File: src/rtl/imem_loader.sv
// imem_loader: boot-time loader that turns a length-prefixed byte stream into 32-bit
// instruction-memory writes. Optional trailing XOR checksum byte: IMEM_LOADER_CHECKSUM_EN.
module imem_loader #(
  parameter int ADDR_WIDTH = 16,
  parameter int DEPTH      = 65536
) (
  input  logic                  clk,
  input  logic                  rst_n,
  input  logic                  in_valid,
  input  logic [7:0]            in_byte,
  output logic                  out_ready,
  output logic                  out_we,
  output logic [ADDR_WIDTH-1:0] out_addr,
  output logic [31:0]           out_data,
  output logic                  out_busy,
  output logic                  out_done,
  output logic                  out_error,
  output logic                  out_cpu_rst_n
);

  // One extra bit so that a count equal to DEPTH terminates without wrapping.
  localparam int          CW      = ADDR_WIDTH + 1;
  localparam logic [31:0] DEPTH_U = 32'(DEPTH);

`ifdef IMEM_LOADER_CHECKSUM_EN
  typedef enum logic [2:0] {
    S_HDR_HI, S_HDR_LO, S_DATA, S_CSUM, S_DONE, S_ERROR
  } state_t;
`else
  typedef enum logic [2:0] {
    S_HDR_HI, S_HDR_LO, S_DATA, S_DONE, S_ERROR
  } state_t;
`endif

  state_t          state_reg;
  logic [7:0]      hdr_hi_reg;
  logic [CW-1:0]   count_reg;
  logic [CW-1:0]   idx_reg;
  logic [1:0]      lane_reg;
  logic [23:0]     partial_reg;
`ifdef IMEM_LOADER_CHECKSUM_EN
  logic [7:0]      csum_reg;
`endif

  logic            accept;
  logic [15:0]     hdr_count;
  logic [31:0]     word;
  logic [CW-1:0]   idx_inc;
  logic            last_word;
  logic            count_zero;
  logic            count_over;

  assign accept     = in_valid & out_ready;
  assign hdr_count  = {hdr_hi_reg, in_byte};
  assign word       = {partial_reg, in_byte};
  assign idx_inc    = idx_reg + CW'(1);
  assign last_word  = (idx_inc == count_reg);
  assign count_zero = (hdr_count == 16'd0);
  assign count_over = ({16'd0, hdr_count} > DEPTH_U);

  always_ff @(posedge clk or negedge rst_n) begin
    if (!rst_n) begin
      state_reg     <= S_HDR_HI;
      hdr_hi_reg    <= '0;
      count_reg     <= '0;
      idx_reg       <= '0;
      lane_reg      <= '0;
      partial_reg   <= '0;
`ifdef IMEM_LOADER_CHECKSUM_EN
      csum_reg      <= '0;
`endif
      out_ready     <= 1'b0;
      out_we        <= 1'b0;
      out_addr      <= '0;
      out_data      <= '0;
      out_busy      <= 1'b0;
      out_done      <= 1'b0;
      out_error     <= 1'b0;
      out_cpu_rst_n <= 1'b0;
    end else begin
      out_we <= 1'b0;
      case (state_reg)
        S_HDR_HI: begin
          // Ready comes up one cycle after reset release, while already in HDR_HI.
          out_ready <= 1'b1;
          if (accept) begin
            hdr_hi_reg <= in_byte;
            state_reg  <= S_HDR_LO;
          end
        end

        S_HDR_LO: begin
          if (accept) begin
            count_reg <= CW'(hdr_count);
            idx_reg   <= '0;
            lane_reg  <= '0;
            if (count_zero) begin
`ifdef IMEM_LOADER_CHECKSUM_EN
              state_reg <= S_CSUM;
              out_busy  <= 1'b1;
`else
              state_reg     <= S_DONE;
              out_done      <= 1'b1;
              out_cpu_rst_n <= 1'b1;
              out_ready     <= 1'b0;
`endif
            end else if (count_over) begin
              state_reg <= S_ERROR;
              out_error <= 1'b1;
              out_ready <= 1'b0;
            end else begin
              state_reg <= S_DATA;
              out_busy  <= 1'b1;
            end
          end
        end

        S_DATA: begin
          if (accept) begin
            lane_reg    <= lane_reg + 2'd1;
            partial_reg <= word[23:0];
`ifdef IMEM_LOADER_CHECKSUM_EN
            csum_reg    <= csum_reg ^ in_byte;
`endif
            if (lane_reg == 2'd3) begin
              out_we   <= 1'b1;
              out_addr <= idx_reg[ADDR_WIDTH-1:0];
              out_data <= word;
              idx_reg  <= idx_inc;
              if (last_word) begin
`ifdef IMEM_LOADER_CHECKSUM_EN
                state_reg <= S_CSUM;
`else
                state_reg     <= S_DONE;
                out_done      <= 1'b1;
                out_cpu_rst_n <= 1'b1;
                out_ready     <= 1'b0;
                out_busy      <= 1'b0;
`endif
              end
            end
          end
        end

`ifdef IMEM_LOADER_CHECKSUM_EN
        S_CSUM: begin
          if (accept) begin
            out_ready <= 1'b0;
            out_busy  <= 1'b0;
            if (in_byte == csum_reg) begin
              state_reg     <= S_DONE;
              out_done      <= 1'b1;
              out_cpu_rst_n <= 1'b1;
            end else begin
              state_reg <= S_ERROR;
              out_error <= 1'b1;
            end
          end
        end
`endif

        S_DONE: begin
          out_ready <= 1'b0;
        end

        S_ERROR: begin
          out_ready <= 1'b0;
        end

        default: begin
          state_reg     <= S_ERROR;
          out_error     <= 1'b1;
          out_ready     <= 1'b0;
          out_busy      <= 1'b0;
          out_cpu_rst_n <= 1'b0;
        end
      endcase
    end
  end

endmodule
File: config.mk
export PLATFORM = sky130hd
export DESIGN_NAME = imem_loader
export DESIGN_NICKNAME = d
export VERILOG_FILES = /design/src/rtl/imem_loader.sv
export SDC_FILE = /design/constraint.sdc
export NUM_CORES = 1
export LEC_CHECK = 0
export ABC_AREA = 1
export CORE_ASPECT_RATIO = 0.6
export CORE_MARGIN = 2
export CORE_UTILIZATION = 39
export DETAILED_ROUTE_END_ITERATION = 6
export PLACE_DENSITY = 0.56
export SYNTH_ARGS = -nofsm -noshare
export SYNTH_HDL_FRONTEND = slang
export SYNTH_SLANG_ARGS = --single-unit
File: constraint.sdc
create_clock -name clk -period 5.15 [get_ports clk]
set_input_delay 0.7725 -clock clk [delete_from_list [all_inputs] [get_ports clk]]
set_output_delay 0.7725 -clock clk [all_outputs]
set_load 0.03 [all_outputs]
==> results.md <==
Finish:
- Fill cells in the final layout number roughly 1300.
- Leaving out fill and tap cells, the most frequent cell in the layout is nand2_1.
- The area used by multi-input combinational logic is 2010 um^2.
- The number of diodes is 0.
- In the final layout, the share of cells above drive strength 1 is under 10%.
- The number of flip-flops under the largest register name is 32.
- Leaving out fill and tap cells, the most frequent cells in the layout are nand2_1 (241), dfrtp_1 (124), o21ai_0 (71), clkdlybuf4s50_1 (63), inv_1 (57).
- Excluding fillers, the count of instances in the completed layout stands at around 900.
- The number of nets at the end of the flow is roughly 730.
- Relative to the synthesized area, the layout overhead comes to 26.8%.
- Across the whole layout, storage elements account for 3100 um^2.
- After routing the design area is a little under 7000 um^2.

Global route:
- The first global-routing pass estimated 21800 um of wire.
- Global routing consumed, over all layers together, a little under 20% of the routing resources.
- The initial antenna violation count is 0.
- The via count of the first global-routing pass is between 4000 and 5000.
- Entering global routing, the biggest net connects between 80 and 90 pins.
- The leftover overflow at the end of global routing is 0.

Synthesis:
- Synthesis inferred around 120 register bits.
- The count of yosys warnings during synthesis is 0.
- The synthesized netlist contains 33 unique library cells.
- In the synthesized netlist, the number of instances is 650.
- Each instance of the synthesized netlist takes up on average between 8 and 9 um^2.
- The area of the mapped netlist is 5460 um^2.
- The proportion of synthesized chip area in sequential cells is a little under three fifths.
- The net count of the mapped netlist is approximately 660.

Placement:
- The HPWL after detailed placement is 9440 um.
- The placed instances occupy a cell area of ~6300 um^2.
- Routability-driven placement finished with a final weighted congestion of between 0.8 and 0.9.
- The count of buffers added on input and output ports is 64.
- The total instance count after detailed placement is 887.

Detailed routing:
- In the final routed layout, each cell accounts on average for roughly 15 um.
- The routed design has between 10000 and 15000 um of wire.
- The number of remaining DRC errors is 0.
- After the first detailed-routing iteration, the DRC count stood at about 270.
- The ratio of routed vias to standard cells is slightly below 5.
- The detailed-routing iteration count for the pre-antenna-repair pass is 4.
- The routed layout has 4475 vias.
- The post-route antenna net violation count is 0.

Floorplanning:
- The number of top-level pins is 65.
- In this run the standard cell core region covers between 10000 and 15000 um^2.
- From bottom edge to top edge, the die measures 95.6 um.
- For this configuration, the core starts out at a cell density of about two fifths.
- The die covers about 15000 um^2.
- The die is approximately 160 um wide.
- The floorplan has 33 rows.

Critical path:
- The worst register-to-register path begins at state_reg[2]$_DFFE_PN0P_.
- The worst reg-to-reg setup slack is approximately 2.3 ns.
- The worst flop-to-flop path endpoint is idx_reg[9]$_DFFE_PN0P_.
- The cell with the biggest individual delay on the critical path is inv_2.
- The startpoint type of the worst setup path is an input pin.
- The type of destination of the critical path is a flip-flop.
- Traced cell by cell, the critical path runs through clkdlybuf4s50_1 > nand2_1 > nor2_2 > buf_4 > inv_2 > nor2_2 > inv_2 > o22ai_1.
- STA puts the critical path data arrival time at around 3.2 ns.
- The critical path contains buffers and inverters numbering 4 combined.
- In this run the worst path has a maximum fanout of 85.
- The number of cells on the worst reg-to-reg path is 10.
- The type of the setup path with the least slack is input pin to flip-flop.
- For the worst setup path, the data required time is between 5 and 6 ns.
- The maximum cell stage delay along the critical path is between 0.9 and 1 ns.
- The cell family contributing the most delay on the critical path is buffers and inverters.

Pwr:
- Total power for the finished layout comes to 3.87 mW.
- In this run the static leakage power is approximately 3.3 nW.
- For this design the total switching power over the nets is 1.32 mW.
- Of the total power, the share spent switching nets is about a third.
- Combinational logic is responsible for between 20% and 30% of the overall power.
- The fraction of power consumed by sequential logic is between 30% and 40%.
- Across the VDD grid, the largest voltage drop is 0.228 mV.
- Power spread over the standard cell area amounts to 560 nW/um^2.
- Internal power comes to roughly 2.6 mW.
- The clock power share is approximately a third.

STA:
- Setup repair after global routing left no endpoint under its margin.
- The worst-margin pin slew is about 1.3 ns.
- In the final timing run, aggregate negative setup slack is 0 ns.
- On the final layout, the worst hold slack is roughly 0.47 ns.
- The final-report max-slew violation count is 0.
- In this run the tightest slew margin relative to its limit is ~14%.
- The worst setup skew after layout is 0.00941 ns.
- The final cycle utilization of the critical path is between 50% and 60%.
- The maximum clock frequency is roughly 0.34 GHz.
- The hold violation total from the final report was 0.
- Counting I/O delays and the setup requirement, the final critical path takes between 2 and 3 ns.
- The setup violation total in the final timing report is 0.

Run:
- The tool flagged a number of max-cap violations equal to 0.

Clocking:
- The number of setup buffers added after CTS is 0.
- The clock-pin slew of the registers on the worst-case setup and hold paths is 0.06 ns.
- The clock passes through at most 2 buffers.
- The TritonCTS clock tree is yes.
- The number of gates resized after CTS is 0.
- The root buffer selected by CTS is clkbuf_16.
- The total clock buffers created by CTS is 17.
- The quantity of hold-fixing buffers added after cts is 0.
- The H-tree generated during clock tree synthesis spans 4 levels.
- The clock reaches the later pin of the worst-skew pair after roughly 0.42 ns.
- The number of clock sinks is 124.

Hold path:
- The worst hold path was traced through 2 stages.
- The terminating pin of the worst hold path is out_done$_DFFE_PN0P_.
- The worst hold-check path type is flip-flop to flip-flop.
- The startpoint of the most critical hold path is out_done$_DFFE_PN0P_.

Run status:
- The flow ran to the end, and the final reports show no timing, DRC or antenna violations.
-- routing by layer --
layer  up-vias  share of wire, %  track usage (%)
met2       124                40             26.0
met4         0               1.5             6.73
met3        20               4.8             4.23
li1       2208                 -                -
met5         -                 0                0
met1      2123                54             29.8
-- cell type report --
class / instances / share of cell area [%]
well taps: 192 / 3.47
multi-input cells: 439 / 29.0
repair buffers: 68 / 9.66
clock buffers: 22 / 6.85
clock inverters: 10 / 2.69
inverters: 64 / 3.49
flip-flops and latches: 124 / 44.8
-- worst max path at each step --
stage / start / endpoint / slack (ns) / depth (start not counted)
after global placement: in_valid / idx_reg[16]$_DFFE_PN0P_ / 1.77 / 8
after global routing: in_valid / idx_reg[16]$_DFFE_PN0P_ / 1.84 / 8
after CTS: in_valid / idx_reg[9]$_DFFE_PN0P_ / 2.12 / 8
final: in_valid / idx_reg[9]$_DFFE_PN0P_ / 2.17 / 8
after floorplan: idx_reg[0]$_DFFE_PN0P_ / state_reg[1]$_DFFE_PN0P_ / 3.29 / 14
after detailed placement: in_valid / idx_reg[9]$_DFFE_PN0P_ / 1.70 / 8
-- worst register-to-register path: stages (launching register included) --
cell and delay [ns]:
dfrtp_1 0.43, nor2_1 0.07, inv_1 0.12, nor2_4 0.06, inv_2 0.07, nor2_2 0.03
buf_4 0.20, inv_2 0.40, nor2_2 0.09, inv_2 0.93, o22ai_1 0.25
-- cell families after synthesis --
group           count (synthesis)  share of synthesized area, %
simple gates                  345                          26.9
compound gates                 87                          8.32
flops                         124                          56.9
buf+inv                        87                          6.40
fa+ha+maj                       2                         0.458
xor+xnor                        5                          1.05
-- cells in the mapped netlist --
master | n | area share (%)
ha_1 | 2 | 0.46
nor2_2 | 6 | 0.69
a31oi_1 | 1 | 0.11
clkbuf_1 | 12 | 0.83
nor2_1 | 27 | 1.9
o21ai_0 | 71 | 6.5
clkinv_2 | 1 | 0.092
o21bai_1 | 1 | 0.14
nand4_1 | 10 | 1.1
buf_2 | 8 | 0.73
nand3_1 | 38 | 3.5
a21oi_1 | 2 | 0.18
dfrtp_1 | 124 | 57
nor3_1 | 5 | 0.46
nand2_1 | 241 | 17
or2_2 | 1 | 0.11
xnor2_1 | 1 | 0.16
nor2_4 | 4 | 0.83
a22o_1 | 1 | 0.16
xnor3_1 | 1 | 0.41
xor2_1 | 3 | 0.48
nor4_1 | 2 | 0.23
inv_2 | 6 | 0.41
nand2_4 | 1 | 0.21
inv_1 | 57 | 3.9
nand3_2 | 2 | 0.37
o22ai_1 | 9 | 1.0
buf_6 | 1 | 0.21
o21ai_1 | 2 | 0.18
buf_1 | 1 | 0.069
nand2_2 | 6 | 0.69
nand3b_1 | 2 | 0.28
buf_4 | 1 | 0.14
-- metrics by stage --
stage                     util [%]  worst slack, ns
after floorplan                  -             3.29
after detailed placement      45.8             1.70
after global routing          50.6             1.84
after global placement        45.8             1.77
after CTS                     50.6             2.12
final                         50.6             2.17
-- power by group through the flow --
stage	registers, mW	logic, mW	clock network (mW)
after floorplan	1.60	0.533	0
after global placement	1.46	1.07	0
after detailed placement	1.46	1.09	0
after CTS	1.45	1.10	1.36
after global routing	1.48	1.22	1.40
final	1.45	1.09	1.34
(Power assumes the default switching activity.)
